--- src/rtl/fp_addsub_exec_pipe.sv ---
//------------------------------------------------------------------------------
// Module   : fp_addsub_exec_pipe
// Brief    : Mantissa add/subtract execution pipe with valid/ready flow control
// Revision : 1.0 - initial release
//------------------------------------------------------------------------------
`default_nettype none

module fp_addsub_exec_pipe #(
  parameter int MAN_W  = 23,
  parameter int GRD_W  = 8,
  parameter int STAGES = 3
) (
  input  logic                   clk,
  input  logic                   rst,
  input  logic                   in_valid,
  output logic                   in_ready,
  input  logic [MAN_W-1:0]       mmax,
  input  logic [MAN_W+GRD_W:0]   mmin,
  input  logic                   sa,
  input  logic                   sb,
  input  logic                   max_ab,
  input  logic                   op_mode,
  output logic                   out_valid,
  input  logic                   out_ready,
  output logic [MAN_W+GRD_W+1:0] sum,
  output logic                   psgn,
  output logic                   opr,
  output logic                   zero,
  output logic                   borrow
);

  localparam int c_SW = MAN_W + GRD_W + 2;
  localparam int c_MW = MAN_W + GRD_W + 1;
  localparam int c_PW = MAN_W + c_MW + 4;

  generate
    if (STAGES < 1 || STAGES > 6) begin : g_bad_stages
      $error("fp_addsub_exec_pipe: STAGES must be in 1..6");
    end
  endgenerate

  logic            w_adv;
  logic            w_acc;
  logic [c_PW-1:0] w_pay_in;
  logic [c_PW-1:0] w_fin_pay;
  logic            w_fin_vld;

  logic            r_out_valid;
  logic [c_SW-1:0] r_sum;
  logic            r_psgn;
  logic            r_opr;
  logic            r_zero;
  logic            r_borrow;

  // Whole pipe advances as one; a stalled output freezes every stage behind it.
  assign w_adv    = !r_out_valid || out_ready;
  assign in_ready = !rst && w_adv;
  assign w_acc    = in_valid && in_ready;
  assign w_pay_in = {mmax, mmin, sa, sb, max_ab, op_mode};

  generate
    if (STAGES > 1) begin : g_delay
      logic [c_PW-1:0]   r_pay [STAGES-1];
      logic [STAGES-2:0] r_vld;

      always_ff @(posedge clk) begin
        if (rst) begin
          r_vld <= '0;
        end else if (w_adv) begin
          r_vld[0] <= w_acc;
          for (int i = 1; i < STAGES - 1; i++) begin
            r_vld[i] <= r_vld[i-1];
          end
        end
      end

      // Payload needs no reset: it is only ever qualified by its valid bit.
      always_ff @(posedge clk) begin
        if (w_adv) begin
          r_pay[0] <= w_pay_in;
          for (int i = 1; i < STAGES - 1; i++) begin
            r_pay[i] <= r_pay[i-1];
          end
        end
      end

      assign w_fin_pay = r_pay[STAGES-2];
      assign w_fin_vld = r_vld[STAGES-2];
    end else begin : g_bypass
      assign w_fin_pay = w_pay_in;
      assign w_fin_vld = w_acc;
    end
  endgenerate

  logic [MAN_W-1:0] w_mmax;
  logic [c_MW-1:0]  w_mmin;
  logic             w_sa;
  logic             w_sb;
  logic             w_max_ab;
  logic             w_op_mode;

  assign {w_mmax, w_mmin, w_sa, w_sb, w_max_ab, w_op_mode} = w_fin_pay;

  logic [c_SW-1:0] w_x;
  logic [c_SW-1:0] w_y;
  logic            w_opr;
  logic [c_SW-1:0] w_res;
  logic            w_zero;
  logic            w_borrow;
  logic            w_psgn;

  assign w_x      = {1'b0, 1'b1, w_mmax, {GRD_W{1'b0}}};
  assign w_y      = {1'b0, w_mmin};
  assign w_opr    = w_op_mode ^ w_sa ^ w_sb;
  assign w_res    = w_opr ? (w_x - w_y) : (w_x + w_y);
  assign w_zero   = (w_res == '0);
  // A negative difference is a caller contract violation; flagged, not corrected.
  assign w_borrow = w_opr && (w_y > w_x);
  // Exact cancellation always yields +0 regardless of operand signs.
  assign w_psgn   = (w_opr && w_zero) ? 1'b0 : (w_max_ab ? w_sb : w_sa);

  always_ff @(posedge clk) begin
    if (rst) begin
      r_out_valid <= 1'b0;
      r_sum       <= '0;
      r_psgn      <= 1'b0;
      r_opr       <= 1'b0;
      r_zero      <= 1'b0;
      r_borrow    <= 1'b0;
    end else if (w_adv) begin
      r_out_valid <= w_fin_vld;
      if (w_fin_vld) begin
        r_sum    <= w_res;
        r_psgn   <= w_psgn;
        r_opr    <= w_opr;
        r_zero   <= w_zero;
        r_borrow <= w_borrow;
      end
    end
  end

  assign out_valid = r_out_valid;
  assign sum       = r_sum;
  assign psgn      = r_psgn;
  assign opr       = r_opr;
  assign zero      = r_zero;
  assign borrow    = r_borrow;

endmodule

`default_nettype wire

--- config.mk ---
export PLATFORM = sky130hd
export DESIGN_NAME = fp_addsub_exec_pipe
export DESIGN_NICKNAME = d
export VERILOG_FILES = /design/src/rtl/fp_addsub_exec_pipe.sv
export SDC_FILE = /design/constraint.sdc
export NUM_CORES = 1
export LEC_CHECK = 0
export ABC_AREA = 1
export CAP_MARGIN = 20
export CORE_ASPECT_RATIO = 0.75
export CORE_MARGIN = 4
export CORE_UTILIZATION = 59
export CTS_BUF_LIST = sky130_fd_sc_hd__clkbuf_2
export DETAILED_ROUTE_END_ITERATION = 7
export PLACE_DENSITY = 0.83
export SLEW_MARGIN = 20
export SYNTH_ARGS = -nofsm -noshare
export SYNTH_HDL_FRONTEND = slang
export SYNTH_SLANG_ARGS = --single-unit
--- constraint.sdc ---
create_clock -name clk -period 4.4 [get_ports clk]
set_input_delay 1.1 -clock clk [delete_from_list [all_inputs] [get_ports clk]]
set_output_delay 1.1 -clock clk [all_outputs]
set_load 0.05 [all_outputs]
==> results of run 1 <==
synthesized netlist by cell type, types with 3 or more instances:
library cell    n
nand2_2         8
xor2_1          5
buf_2           3
a21oi_2         4
nor2_2          6
nand2_1       375
buf_4           4
o211ai_1       12
o21bai_1        3
nand3_1        72
inv_2           4
a31oi_1         4
ha_1           48
nor3_1          6
o21ai_0        45
clkbuf_1        9
buf_6           8
inv_1         199
edfxtp_1      118
nor2_1        126
a21oi_1        39
nand4_1        16
dfxtp_1        40
state kept, by name, summed over array words and instances, names as in the netlist:
register and count:
opr 1, sum 33, g_delay.r_vld 2, psgn 1, out_valid 1, borrow 1
g_delay.r_pay 118, zero 1
routing by layer:
layer,vias up,GRT usage,part of all wire
met2,388,0.447,0.43
li1,3943,-,-
met4,0,0.0868,0.023
met1,3596,0.382,0.44
met5,-,0,0
met3,50,0.0687,0.098
critical path: cells and delay by family:
kind | cells | cell delay [ns]
buffers and inverters | 2 | 1.12
AND/OR/NAND/NOR | 2 | 0.54
cell type report:
class,instances,area (um2),share of cell area
Inverter,205,774,0.0735
Timing Repair Buffer,105,1050,0.100
Clock inverter,15,163,0.0154
Tap cell,205,256,0.0243
Multi-Input combinational cell,786,3860,0.366
Clock buffer,17,85.1,0.00807
Sequential cell,158,4340,0.412
per-stage QoR:
| step | instance area, um2 | setup slack, ns | power (mW) |
|---|---|---|---|
| floorplan | 9150 | 0.430 | 2.61 |
| global placement | 10300 | 0.560 | 2.95 |
| detailed placement | 10300 | 0.544 | 2.97 |
| CTS | 10500 | 0.533 | 3.77 |
| global route | 10500 | 0.456 | 3.98 |
| finish | 10500 | 0.534 | 3.78 |
final timing paths:
path	end	startpoint
hold / removal	g_delay.r_pay[0][112]	g_delay.r_pay[0][53]
setup / recovery	in_ready	out_ready
hold reg to reg	g_delay.r_pay[0][112]	g_delay.r_pay[0][53]
setup reg to reg	psgn	g_delay.r_pay[0][71]
where the power goes:
group / switching (mW) / leakage, nW / internal [mW] / total, mW
logic: 0.819 / 3.46 / 0.374 / 1.19
registers: 0.0624 / 1.57 / 1.72 / 1.78
clock network: 0.610 / 0.147 / 0.192 / 0.802
total: 1.49 / 5.18 / 2.28 / 3.78
cell families after synthesis:
family                     Yosys count  share of synthesized area
and+or+nand+nor                    616                      0.275
xor gates and xnor gates             6                    0.00574
AOI/OAI and AO/OA                  115                     0.0724
buffers and inverters              232                      0.104
DFF                                158                      0.475
adders and majority gates           49                     0.0678
==> metrics.md, run 1 <==
| Metric | Value |
|---|---|
| Post-Synthesis Cells | 1,176 |
| Reg2reg setup slack | around 1.4 ns |
| Primary FF master, synth | edfxtp_1 |
| Hold_buf cts | 0 |
| Critical Path AT | approximately 2.8 ns |
| Endpoint type of the worst setup path | output pin |
| Most common cell after layout, fill and taps aside | nand2_1 |
| Core area | 0.0152 mm2 |
| Unrepaired setup endpoints after global routing | no |
| CP max-delay cell | clkdlybuf4s50_1 |
| Deepest clock path buffer count | 2 |
| Pre-antenna DRT Iters | 5 |
| Final Hold Slack | around 0.44 ns |
| Hold Vio Cnt, Final | 0 |
| DR WL/cell | between 15 and 20 um |
| Worst slew margin | 0.360 |
| Syn avg cell area | 7.78 um2 |
| Core Util, Final | 0.692 |
| Clock Skews | between 0.04 and 0.05 ns |
| Std cell rows | 39 |
| VDD IR max | around 0.00022 V |
| H-tree levels | 4 |
| Setup_tns | 0 ns |
| Number of cells after detailed placement | 1,459 |
| I/O Pins | 102 |
| Async set-or-reset flop fraction in the synthesized netlist | 0 |
| Total global-route track usage | 0.279 |
| Synth top area share | 0.387 |
| Count of cell types in the netlist | 41 |
| Crit Path Category | in2out |
| Initial Util | 0.601 |
| Power density over the cells | around 360 mW/mm2 |
| Final WL | 24,800 um |
| Required time of the worst setup path | 3.30 ns |
| Status | finished clean |
| CTS tree | done |
| Die ar. | 0.0176 mm2 |
| Path depth of the worst reg2reg path | 18 |
| HP Class | reg2reg |
| Mapped Area | 0.00915 mm2 |
| CTS buffer count | 17 |
| DRC errors left | 0 |
| Max Slew Vio Count | 0 |
| Post-route ant nets | 0 |
| Share of layout cells above drive strength 1 | 0.0505 |
| Via count | 7,977 |
| Clock Latency Late Sink | 0.78 ns |
| CTS sink count | 158 |
| Final Cycle Share | 0.879 |
| Initial antenna violation count | 0 |
| Total gr overflow | 0 |
| Vias in the first global route | between 7,000 and 8,000 |
| Leakage | 5.18 nW |
| Min cycle time layout | 3.87 ns |
| Filler Cell Count | 1,253 |
| Final Wtd Congestion | 0.985 |
| MaxCap Viol Count | 0 |
| DR vias/cell | 5.35 |
| Layout area overhead | 15.1% |
| Maximum fanout along the worst path | 6 |
| Largest net degree at the start of global routing | 78 |
| Worst-margin pin slew | 0.960 ns |
| Highest Clock Rate | 0.259 GHz |
| Synth top area cells | edfxtp_1 (39%), nand2_1 (15%), dfxtp_1 (8.7%) |
| IO Port Bufs | 101 |
| Yosys warning count | 0 |
| First-pass GRT wire length | 38,200 um |
| Root Driver | clkbuf_2 |
| Startpoint type of the worst setup path | input port |
| Max incr delay on CP | 0.72 ns |
| FF+latch count, synth | roughly 160 |
| Die Height | 116 um |
| Worst-path cell chain | clkdlybuf4s50_1 -> nor2_1 -> nor2_1 -> clkdlybuf4s50_1 |
| Initial drt markers | 709 |
| Worst hold path depth | 0 |
| Mapped Nets | 1,288 |
| Finished Layout Cells | 1,491 |
| Nets | 1,385 |
| N_diodes | 0 |
| Post-synth EDFFs | 118 |
| Post-CTS Setup Inserts | 0 |
| DIE WIDTH | 152 um |
| Setup violations, final | 0 |
| Commonest cells after routing, fill and taps aside | nand2_1 (375), inv_1 (198), nor2_1 (125) |
| Post-cts sizing count | 0 |
| HPWL after DPL | 19,200 um |
| Post-synthesis sequential area ratio | 0.475 |
| Clock slew at reported path FFs | about 0.28 ns |
| Yosys top cell by area | edfxtp_1 |
Power figures use the tool's default switching activity.
==> run 2, diff against run 1 <==
- REMOVE_ABC_BUFFERS: default -> 1
==> metrics.md, run 2 (synthesis results as in run 1) <==
| Metric | Value |
|---|---|
| Unrepaired setup endpoints after global routing | no |
| Root Driver | clkbuf_2 |
| I/O Pins | ~100 |
| Pre-antenna DRT Iters | 5 |
| H-tree levels | 4 |
| MaxCap Viol Count | 0 |
| Post-cts sizing count | 0 |
| CP top delay family | buffers and inverters |
| VDD IR max | 0.000309 V |
| Hold Path Sink | g_delay.r_pay[0][67] |
| Sequential cell area | 0.00434 mm2 |
| Post-CTS Setup Inserts | 0 |
| Reg with most FFs | g_delay.r_pay |
| Share of layout cells above drive strength 1 | 0.0513 |
| Endpoint type of the worst setup path | output pin |
| Reg2reg setup slack | 1.31 ns |
| Post-route ant nets | 0 |
| Leakage | 5.15 nW |
| Worst-path cell chain | clkdlybuf4s50_1 -> nor2_1 -> nor2_1 -> clkdlybuf4s50_1 |
| Die Height | 116 um |
| Initial Util | 0.601 |
| R2r endpoint | psgn |
| Maximum fanout along the worst path | 6 |
| Total global-route track usage | 0.275 |
| Power density over the cells | approximately 350 mW/mm2 |
| Tot Pwr | 3.64 mW |
| Clock Skews | 0.0325 ns |
| CTS buffer count | 17 |
| Highest Clock Rate | 0.258 GHz |
| Hold_buf cts | 0 |
| Via count | 7,816 |
| IO Port Bufs | 101 |
| Max incr delay on CP | approximately 0.72 ns |
| Clock slew at reported path FFs | 0.24 ns |
| Hold Vio Cnt, Final | 0 |
| CTS tree | done |
| Met3 Use GR | 0.0549 |
| Final WL | 23,600 um |
| Post-place instance area | 0.0103 mm2 |
| Setup violations, final | 0 |
| Reg-to-Reg Start | g_delay.r_pay[0][62] |
| DRC errors left | 0 |
| Worst hold path depth | 0 |
| Clock Latency Late Sink | 0.76 ns |
| DR WL/cell | 15.8 um |
| N_diodes | 0 |
| Path depth of the worst reg2reg path | 15 |
| Vias in the first global route | 7,658 |
| Final Instance Area | 0.0105 mm2 |
| Crit Path Category | in2out |
| Critical Path AT | 2.78 ns |
| Final Wtd Congestion | 0.965 |
| Most common cell after layout, fill and taps aside | nand2_1 |
| Multi-input gate area | 0.00386 mm2 |
| Final Hold Slack | 0.420 ns |
| Initial antenna violation count | 0 |
| Gr busiest metal | met2 |
| Layout area overhead | 14.6% |
| HPWL after DPL | 18,400 um |
| Worst Path Buf+Inv | 2 |
| HP Class | reg2reg |
| Startpoint type of the worst setup path | input port |
| Total gr overflow | 0 |
| Die ar. | 0.0176 mm2 |
| Initial drt markers | 581 |
| CP max-delay cell | clkdlybuf4s50_1 |
| Status | finished clean |
| Final Cycle Share | 0.881 |
| DR vias/cell | 5.24 |
| Nets | roughly 1,400 |
| Filler Cell Count | 1,308 |
| First-pass GRT wire length | 38,500 um |
| Met2 Use GR | 0.470 |
| Hold Crit Start | g_delay.r_pay[0][8] |
| Largest net degree at the start of global routing | 57 |
| Required time of the worst setup path | 3.30 ns |
| Deepest clock path buffer count | 2 |
| Global routing usage on met1 | 0.360 |
| Min cycle time layout | 3.88 ns |
| Max Slew Vio Count | 0 |
| Worst slew margin | 0.443 |
| Worst-margin pin slew | 0.832 ns |
| CTS sink count | between 150 and 200 |
| Commonest cells after routing, fill and taps aside | nand2_1 (375), inv_1 (198), nor2_1 (125) |
| Core area | 0.0152 mm2 |
| Setup_tns | 0 ns |
| Largest register FFs | approximately 120 |
| Std cell rows | 39 |
| DIE WIDTH | 152 um |
## run 2: how the worst max path moves through the flow
stage | cells past startpoint | start | to | slack (ns)
detailed placement | 4 | out_ready | in_ready | 0.51
floorplan | 2 | out_ready | g_delay.r_pay[0][0] | 0.43
CTS | 4 | out_ready | in_ready | 0.51
global route | 4 | out_ready | in_ready | 0.47
global placement | 4 | out_ready | in_ready | 0.60
finish | 4 | out_ready | in_ready | 0.52
## run 2: where the power goes
part / switching (mW) / total [mW] / internal (mW) / leakage (nW)
Sequential: 0.0570 / 1.77 / 1.72 / 1.57
Clock: 0.545 / 0.703 / 0.158 / 0.122
Combinational: 0.786 / 1.16 / 0.374 / 3.46
## run 2: worst register-to-register path: stages, from the launching register on
cell	delay [ns]
edfxtp_1	0.45
nand2_1	0.10
nand3_1	0.16
nand2_2	0.66
inv_4	0.37
or2_0	0.33
nand2_1	0.10
nand2_1	0.07
nor2_1	0.12
nand2_1	0.08
nor2_1	0.09
nand3_1	0.15
nor2_1	0.12
nand3_1	0.11
nand2_1	0.08
a21oi_1	0.05
## run 2: area by class of cell
cell class                      count  share of cell area
Inverter                          205              0.0738
Tap cell                          205              0.0245
Multi-Input combinational cell    786               0.368
Clock buffer                       18             0.00859
Timing Repair Buffer              105               0.100
Sequential cell                   158               0.414
Clock inverter                     14              0.0104
## run 2: routing by layer
metal  part of all wire  up-vias
li1                   -     3930
met1               0.45     3557
met2               0.46      285
met3              0.068       44
met4              0.022        0
met5                  0        -
## run 2: through the flow
step / util / std cells / setup slack (ns)
final: 0.689 / 1491 / 0.524
after global routing: 0.689 / 1491 / 0.467
after CTS: 0.689 / 1491 / 0.514
after detailed placement: 0.676 / 1459 / 0.512
after global placement: 0.676 / 1459 / 0.597
after floorplan: - / 1149 / 0.430
==> run 3, diff against run 2 <==
- SETUP_SLACK_MARGIN: default -> 0.15
- SLEW_MARGIN: 20 -> default
==> results of run 3 <==
Final layout, timing and power as in run 2 (identical DEF).
